File: config.mk
export PLATFORM = sky130hd
export DESIGN_NAME = cpu_run_controller
export DESIGN_NICKNAME = d
export VERILOG_FILES = /design/src/rtl/cpu_ctrl_pkg.sv /design/src/rtl/down_counter.sv /design/src/rtl/cpu_run_controller.sv
export SDC_FILE = /design/constraint.sdc
export NUM_CORES = 1
export LEC_CHECK = 0
export BUFFER_PORTS_ARGS = -buffer_cell sky130_fd_sc_hd__buf_2
export CAP_MARGIN = 20
export CORE_MARGIN = 8
export CORE_UTILIZATION = 32
export DETAILED_ROUTE_END_ITERATION = 12
export PLACE_DENSITY = 0.65
export SETUP_SLACK_MARGIN = 0.1
export SLEW_MARGIN = 20
export SYNTH_ARGS = -nofsm -noshare
export SYNTH_HDL_FRONTEND = slang
export SYNTH_HIERARCHICAL = 1
export SYNTH_SLANG_ARGS = --single-unit
File: constraint.sdc
create_clock -name clk -period 3.25 [get_ports clk]
set_clock_uncertainty 0.05 [all_clocks]
set_input_delay 0.1625 -clock clk [delete_from_list [all_inputs] [get_ports clk]]
set_output_delay 0.1625 -clock clk [all_outputs]
set_load 0.005 [all_outputs]
File: src/rtl/cpu_ctrl_pkg.sv
// Shared types and helpers for the CPU load/run/dump sequencer.
package cpu_ctrl_pkg;

    localparam int unsigned WORD_BYTES = 4;
    localparam int unsigned LEN_W      = 16;
    localparam int unsigned DATA_W     = 32;

    typedef enum logic [2:0] {
        IDLE,
        LOAD_I,
        LOAD_D,
        SETTLE,
        RUN,
        DUMP_RD,
        DUMP_OUT,
        DONE
    } state_t;

    typedef struct packed {
        logic [DATA_W-1:0] addr;
        logic [DATA_W-1:0] data;
        logic              wen;
        logic              ren;
    } mem_port_t;

    function automatic logic [LEN_W-1:0] clamp_len(input logic [LEN_W-1:0] len,
                                                   input int unsigned       limit);
        return (32'(len) > limit) ? LEN_W'(limit) : len;
    endfunction

    function automatic logic [DATA_W-1:0] word_addr(input logic [LEN_W-1:0] k);
        return DATA_W'(k) * DATA_W'(WORD_BYTES);
    endfunction

endpackage

File: src/rtl/down_counter.sv
// Loadable down-counter with a registered zero flag; saturates at zero.
module down_counter #(
    parameter int unsigned W = 16
) (
    input  logic         clk,
    input  logic         arst_n,
    input  logic         load,
    input  logic [W-1:0] value,
    input  logic         dec,
    output logic [W-1:0] count,
    output logic         zero
);

    always_ff @(posedge clk or negedge arst_n) begin
        if (!arst_n) begin
            count <= '0;
            zero  <= 1'b1;
        end else if (load) begin
            count <= value;
            zero  <= (value == '0);
        end else if (dec && !zero) begin
            count <= count - W'(1);
            zero  <= (count == W'(1));
        end
    end

endmodule

File: src/rtl/cpu_run_controller.sv
// Load-run-dump sequencer: streams program/data into the CPU memories,
// enables the CPU for a fixed cycle budget, then streams a data window out.
module cpu_run_controller
    import cpu_ctrl_pkg::*;
#(
    parameter int unsigned IMEM_WORDS = 512,
    parameter int unsigned DMEM_WORDS = 1024,
    parameter int unsigned CYCLE_W    = 32
) (
    input  logic               clk,
    input  logic               arst_n,
    input  logic               start,
    input  logic [LEN_W-1:0]   imem_len,
    input  logic [LEN_W-1:0]   dmem_len,
    input  logic [LEN_W-1:0]   dump_len,
    input  logic [CYCLE_W-1:0] run_cycles,
    input  logic               s_valid,
    output logic               s_ready,
    input  logic [DATA_W-1:0]  s_data,
    output logic               m_valid,
    input  logic               m_ready,
    output logic [DATA_W-1:0]  m_data,
    output logic [DATA_W-1:0]  addr_ext,
    output logic [DATA_W-1:0]  wdata_ext,
    output logic               wen_ext,
    output logic               ren_ext,
    output logic [DATA_W-1:0]  addr_ext_2,
    output logic [DATA_W-1:0]  wdata_ext_2,
    output logic               wen_ext_2,
    output logic               ren_ext_2,
    input  logic [DATA_W-1:0]  rdata_ext_2,
    output logic               cpu_enable,
    output logic               busy,
    output logic               done
);

    state_t              state, state_nxt;
    logic [LEN_W-1:0]    idx, idx_nxt;
    logic [LEN_W-1:0]    dmem_len_q, dump_len_q, imem_clamped;
    logic                latch, xfer, leave_run;
    logic                wc_load, wc_dec, wc_zero;
    logic [LEN_W-1:0]    wc_value, wc_count;
    logic                rc_dec, rc_zero;
    logic [CYCLE_W-1:0]  rc_count;
    mem_port_t           imem_q, imem_nxt, dmem_q, dmem_nxt;
    logic                s_ready_nxt, m_valid_nxt, cpu_enable_nxt, busy_nxt, done_nxt;
    logic [DATA_W-1:0]   m_data_nxt;

    assign imem_clamped = clamp_len(imem_len, IMEM_WORDS);
    assign xfer         = s_valid && s_ready;

    // Words remaining in the current load or dump phase.
    down_counter #(.W(LEN_W)) u_word_cnt (
        .clk    (clk),
        .arst_n (arst_n),
        .load   (wc_load),
        .value  (wc_value),
        .dec    (wc_dec),
        .count  (wc_count),
        .zero   (wc_zero)
    );

    down_counter #(.W(CYCLE_W)) u_run_cnt (
        .clk    (clk),
        .arst_n (arst_n),
        .load   (latch),
        .value  (run_cycles),
        .dec    (rc_dec),
        .count  (rc_count),
        .zero   (rc_zero)
    );

    always_ff @(posedge clk or negedge arst_n) begin
        if (!arst_n) begin
            state      <= IDLE;
            idx        <= '0;
            dmem_len_q <= '0;
            dump_len_q <= '0;
            imem_q     <= '0;
            dmem_q     <= '0;
            s_ready    <= 1'b0;
            m_valid    <= 1'b0;
            m_data     <= '0;
            cpu_enable <= 1'b0;
            busy       <= 1'b0;
            done       <= 1'b0;
        end else begin
            state      <= state_nxt;
            idx        <= idx_nxt;
            imem_q     <= imem_nxt;
            dmem_q     <= dmem_nxt;
            s_ready    <= s_ready_nxt;
            m_valid    <= m_valid_nxt;
            m_data     <= m_data_nxt;
            cpu_enable <= cpu_enable_nxt;
            busy       <= busy_nxt;
            done       <= done_nxt;
            if (latch) begin
                dmem_len_q <= clamp_len(dmem_len, DMEM_WORDS);
                dump_len_q <= clamp_len(dump_len, DMEM_WORDS);
            end
        end
    end

    always_comb begin
        state_nxt    = state;
        idx_nxt      = idx;
        latch        = 1'b0;
        leave_run    = 1'b0;
        wc_load      = 1'b0;
        wc_value     = '0;
        wc_dec       = 1'b0;
        rc_dec       = 1'b0;
        imem_nxt     = imem_q;
        imem_nxt.wen = 1'b0;
        imem_nxt.ren = 1'b0;
        dmem_nxt     = dmem_q;
        dmem_nxt.wen = 1'b0;
        dmem_nxt.ren = 1'b0;
        s_ready_nxt  = s_ready;
        m_valid_nxt  = m_valid;
        m_data_nxt   = m_data;

        unique case (state)
            IDLE, DONE: begin
                if (start) begin
                    state_nxt   = LOAD_I;
                    latch       = 1'b1;
                    idx_nxt     = '0;
                    wc_load     = 1'b1;
                    wc_value    = imem_clamped;
                    s_ready_nxt = (imem_clamped != '0);
                end
            end
            LOAD_I: begin
                if (xfer) begin
                    imem_nxt.wen  = 1'b1;
                    imem_nxt.addr = word_addr(idx);
                    imem_nxt.data = s_data;
                    idx_nxt       = idx + LEN_W'(1);
                    wc_dec        = 1'b1;
                end
                if (wc_zero || (xfer && wc_count == LEN_W'(1))) begin
                    state_nxt   = LOAD_D;
                    idx_nxt     = '0;
                    wc_load     = 1'b1;
                    wc_value    = dmem_len_q;
                    s_ready_nxt = (dmem_len_q != '0);
                end
            end
            LOAD_D: begin
                if (xfer) begin
                    dmem_nxt.wen  = 1'b1;
                    dmem_nxt.addr = word_addr(idx);
                    dmem_nxt.data = s_data;
                    idx_nxt       = idx + LEN_W'(1);
                    wc_dec        = 1'b1;
                end
                if (wc_zero || (xfer && wc_count == LEN_W'(1))) begin
                    state_nxt   = SETTLE;
                    idx_nxt     = '0;
                    wc_load     = 1'b1;
                    wc_value    = dump_len_q;
                    s_ready_nxt = 1'b0;
                end
            end
            SETTLE: begin
                if (!rc_zero) state_nxt = RUN;
                else          leave_run = 1'b1;
            end
            RUN: begin
                rc_dec = 1'b1;
                if (rc_count == CYCLE_W'(1)) leave_run = 1'b1;
            end
            DUMP_RD: begin
                state_nxt = DUMP_OUT;
            end
            DUMP_OUT: begin
                // Read data lands the cycle after the strobe; capture once, then offer it.
                if (!m_valid) begin
                    m_valid_nxt = 1'b1;
                    m_data_nxt  = rdata_ext_2;
                end else if (m_ready) begin
                    m_valid_nxt = 1'b0;
                    if (wc_count == LEN_W'(1)) begin
                        state_nxt = DONE;
                    end else begin
                        state_nxt     = DUMP_RD;
                        wc_dec        = 1'b1;
                        idx_nxt       = idx + LEN_W'(1);
                        dmem_nxt.ren  = 1'b1;
                        dmem_nxt.addr = word_addr(idx_nxt);
                    end
                end
            end
        endcase

        if (leave_run) begin
            if (!wc_zero) begin
                state_nxt     = DUMP_RD;
                dmem_nxt.ren  = 1'b1;
                dmem_nxt.addr = word_addr(idx);
            end else begin
                state_nxt = DONE;
            end
        end

        cpu_enable_nxt = (state_nxt == RUN);
        busy_nxt       = !((state_nxt == IDLE) || (state_nxt == DONE));
        done_nxt       = (state_nxt == DONE);
    end

    assign addr_ext    = imem_q.addr;
    assign wdata_ext   = imem_q.data;
    assign wen_ext     = imem_q.wen;
    assign ren_ext     = imem_q.ren;
    assign addr_ext_2  = dmem_q.addr;
    assign wdata_ext_2 = dmem_q.data;
    assign wen_ext_2   = dmem_q.wen;
    assign ren_ext_2   = dmem_q.ren;

endmodule

==> flow_metrics.env <==
export IMPL_status="complete, no violations"
export IMPL_grt_pass1_vias=10630
export IMPL_numPortBuffers=300
export IMPL_period_needed_ps=2800
export IMPL_finalSetupViolCount=0
export IMPL_rrSetupSlack_ps=450
export IMPL_placedCellCount=1854
export IMPL_drt_wl_total_um=36230
export IMPL_clock_power_share_pct=26.6
export IMPL_place_hpwl_um=25810
export IMPL_clock_sinks=253
export IMPL_r2r_cells=11
export IMPL_crit_required_ps=3670
export IMPL_drv_slew=0
export IMPL_firstDrtPassIters=9
export IMPL_multi_input_area_um2=5185
export IMPL_whs_ps=59.16
export IMPL_start_util_pct=32.15
export IMPL_cts_buffers=28
export IMPL_seqCellArea_um2=6334
export IMPL_min_path_cells=4
export IMPL_critPathMaxFanout=39
export IMPL_wire_per_inst_um=17.80
export IMPL_min_from="imem_len[9]"
export IMPL_overflow=0
export IMPL_rsz0062_at_grt="false"
export IMPL_die_area_um2=43840
export IMPL_synth_main_ff_cell="dfrtp_1"
export IMPL_seq_area_frac_synth_pct=52.93
export IMPL_reg2reg_from="state[0]"
export IMPL_period_share_pct=86.17
export IMPL_antenna_found_initial=2
export IMPL_timing_final_hold_violations=0
export IMPL_viasPerCell=5.114
export IMPL_r2r_end="u_word_cnt/zero"
export IMPL_ys_async_sr_fraction_pct=100.0
export IMPL_fillers=3492
export IMPL_power_frac_comb_pct=33.3
export IMPL_synth_cell_area_um2=11970
export IMPL_synth_seq_cells=253
export IMPL_slew_headroom_pct=33.62
export IMPL_post_place_ws_ps=443.5
export IMPL_num_vias=10410
export IMPL_crit_path_end="u_word_cnt/zero"
export IMPL_grt_first_pass_wirelength_um=58180
export IMPL_ant_nets=0
export IMPL_track_usage_pct=16.04
export IMPL_yosysUniqueCellTypes=78
export IMPL_gp_congestion=0.8368
export IMPL_cp_data_arrival_time_ps=3220
export IMPL_fin_cells=2035
export IMPL_powerDensity_nw_per_um2=757.3
export IMPL_die_w_um=209.4
export IMPL_synth_warnings=6
export IMPL_tightest_slew_ps=995.0
export IMPL_internal_power_mw=7.961
export IMPL_syn_avg_cell_area_um2=10.72
export IMPL_final_common_cell="buf_2"
export IMPL_clk_pin_slew_ps=60
export IMPL_cts_setup_buffers=0
export IMPL_peakVddDrop_v=0.0003509
export IMPL_crit_type="flop to flop"
export IMPL_leakage_nw=7.769
export IMPL_p_switching_mw=4.291
export IMPL_clockRootBuffer="clkbuf_16"
export IMPL_rows=71
export IMPL_drc=0
export IMPL_synth_edf_count=0
export IMPL_grt_max_degree=85
export IMPL_clk_latency_ps=540
export IMPL_netSwitchingFraction_pct=35.02
export IMPL_hp_class="input pin to flop"
export IMPL_setup_ws_ps=449.6
export IMPL_die_y_um=209.4
export IMPL_startpoint="state[0]"
export IMPL_io_pins=318
export IMPL_end_kind="flop"
export IMPL_cts_tree="built"
export IMPL_layout_common_cells="buf_2, dfrtp_1, nand2_1"
export IMPL_core_um2=37220
export IMPL_cts_max_level=1
export IMPL_startpoint_type="flop"
export IMPL_final_nets=1693
export IMPL_synth_cells=1116
export IMPL_drive_gt1_share_pct=31.60
export IMPL_areaGrowthSynthToFinish_pct=35.18
export IMPL_clockBufferDepth=3
export IMPL_seq_power_share_pct=40.2
export IMPL_maxCapViolCount=0
export IMPL_drt_iter0_markers=583
export IMPL_fmax_mhz=357.1
export IMPL_setup_tns_ps=0
## critical path, stage by stage, from the launching register on
cell and delay, ps:
dfrtp_1 450, nand2b_1 200, or3_1 160, buf_4 410, o21ai_1 130, buf_4 200
a222oi_1 300, inv_1 100, or4_1 400, nor3_1 140, nand4_1 90, o21ai_0 80
## power groups by stage
stage,clock network (mW),logic (mW),registers [mW]
CTS,3.37,4.10,4.90
global route,3.48,4.54,5.06
floorplan,0,2.48,4.84
finish,3.25,4.08,4.92
detailed placement,0,3.97,4.95
global placement,0,3.90,4.90
## layout make-up
class                           count  area share (%)
Sequential cell                   253           39.15
Multi-Input combinational cell    777           32.05
Timing Repair Buffer              454           18.64
Clock buffer                       38           5.004
Tap cell                          474           3.666
Clock inverter                     13          0.8895
Inverter                           25          0.5801
Antenna cell                        1         0.01547
## stage by stage
step	utilization [%]	area (um2)	power, mW
after global placement	37.42	13930	8.798
after detailed placement	37.42	13930	8.921
after floorplan	-	12030	7.318
after global routing	43.46	16180	13.08
after CTS	43.45	16170	12.37
final	43.46	16180	12.25
## per-layer routing
metal | GRT usage, % | wire length (um) | vias to the layer above | part of all wire, %
li1 | - | - | 4914 | -
met1 | 20.44 | 15540 | 5048 | 43
met2 | 26.77 | 17140 | 385 | 47
met3 | 4.236 | 2825 | 58 | 7.8
met4 | 4.083 | 708 | 2 | 2.0
met5 | 0 | 13 | - | 0.036
## kinds of logic (layout without fill, tap and decap cells)
logic type               count (synthesis)  count (layout)  share of synthesized area, %
AO/OA/AOI/OAI                          204             204                         12.55
buffers and inverters                  102             530                         4.339
multiplexers                            86              86                         8.072
flip-flops                             253             253                         52.93
AND/OR/NAND/NOR                        441             441                         19.80
other                                    1              18                       0.03134
XOR/XNOR                                24              24                         1.757
adder cells (fa/ha/maj)                  5               5                        0.5228
## state kept, by name, indices dropped and copies added (netlist names), 32 cells and up
register	flops
addr_ext_2	32
m_data	32
u_run_cnt/count	32
wdata_ext	32
wdata_ext_2	32
## worst min-delay path by stage
stage | to | slack [ps]
finish | s_ready | 60
global route | s_ready | 70
CTS | u_word_cnt/count[0] | 10
detailed placement | wdata_ext[25] | 160
global placement | m_data[1] | 150
floorplan | addr_ext[10] | -180
## cell usage after synthesis, types with 14 or more instances
cell,n,area share (%)
inv_1,21,0.66
nand2_1,158,5.0
a22o_1,40,2.9
nor4_1,39,2.0
nand3_1,19,0.79
a31oi_1,19,0.99
nor3_1,23,0.96
mux2_2,83,7.8
buf_4,20,1.3
clkbuf_1,24,0.75
or4_1,22,1.4
dfrtp_1,251,52
buf_2,25,1.0
o21ai_0,46,1.9
and3_1,23,1.2
nand4_1,14,0.73
nor2_1,63,2.0
## what timing repair did
action | CTS | global route
hold buffers | 129 | 0
resized for setup | 0 | 0
hold endpoints to repair | 241 | 0
Note: power is estimated with default switching activity, not from simulation.
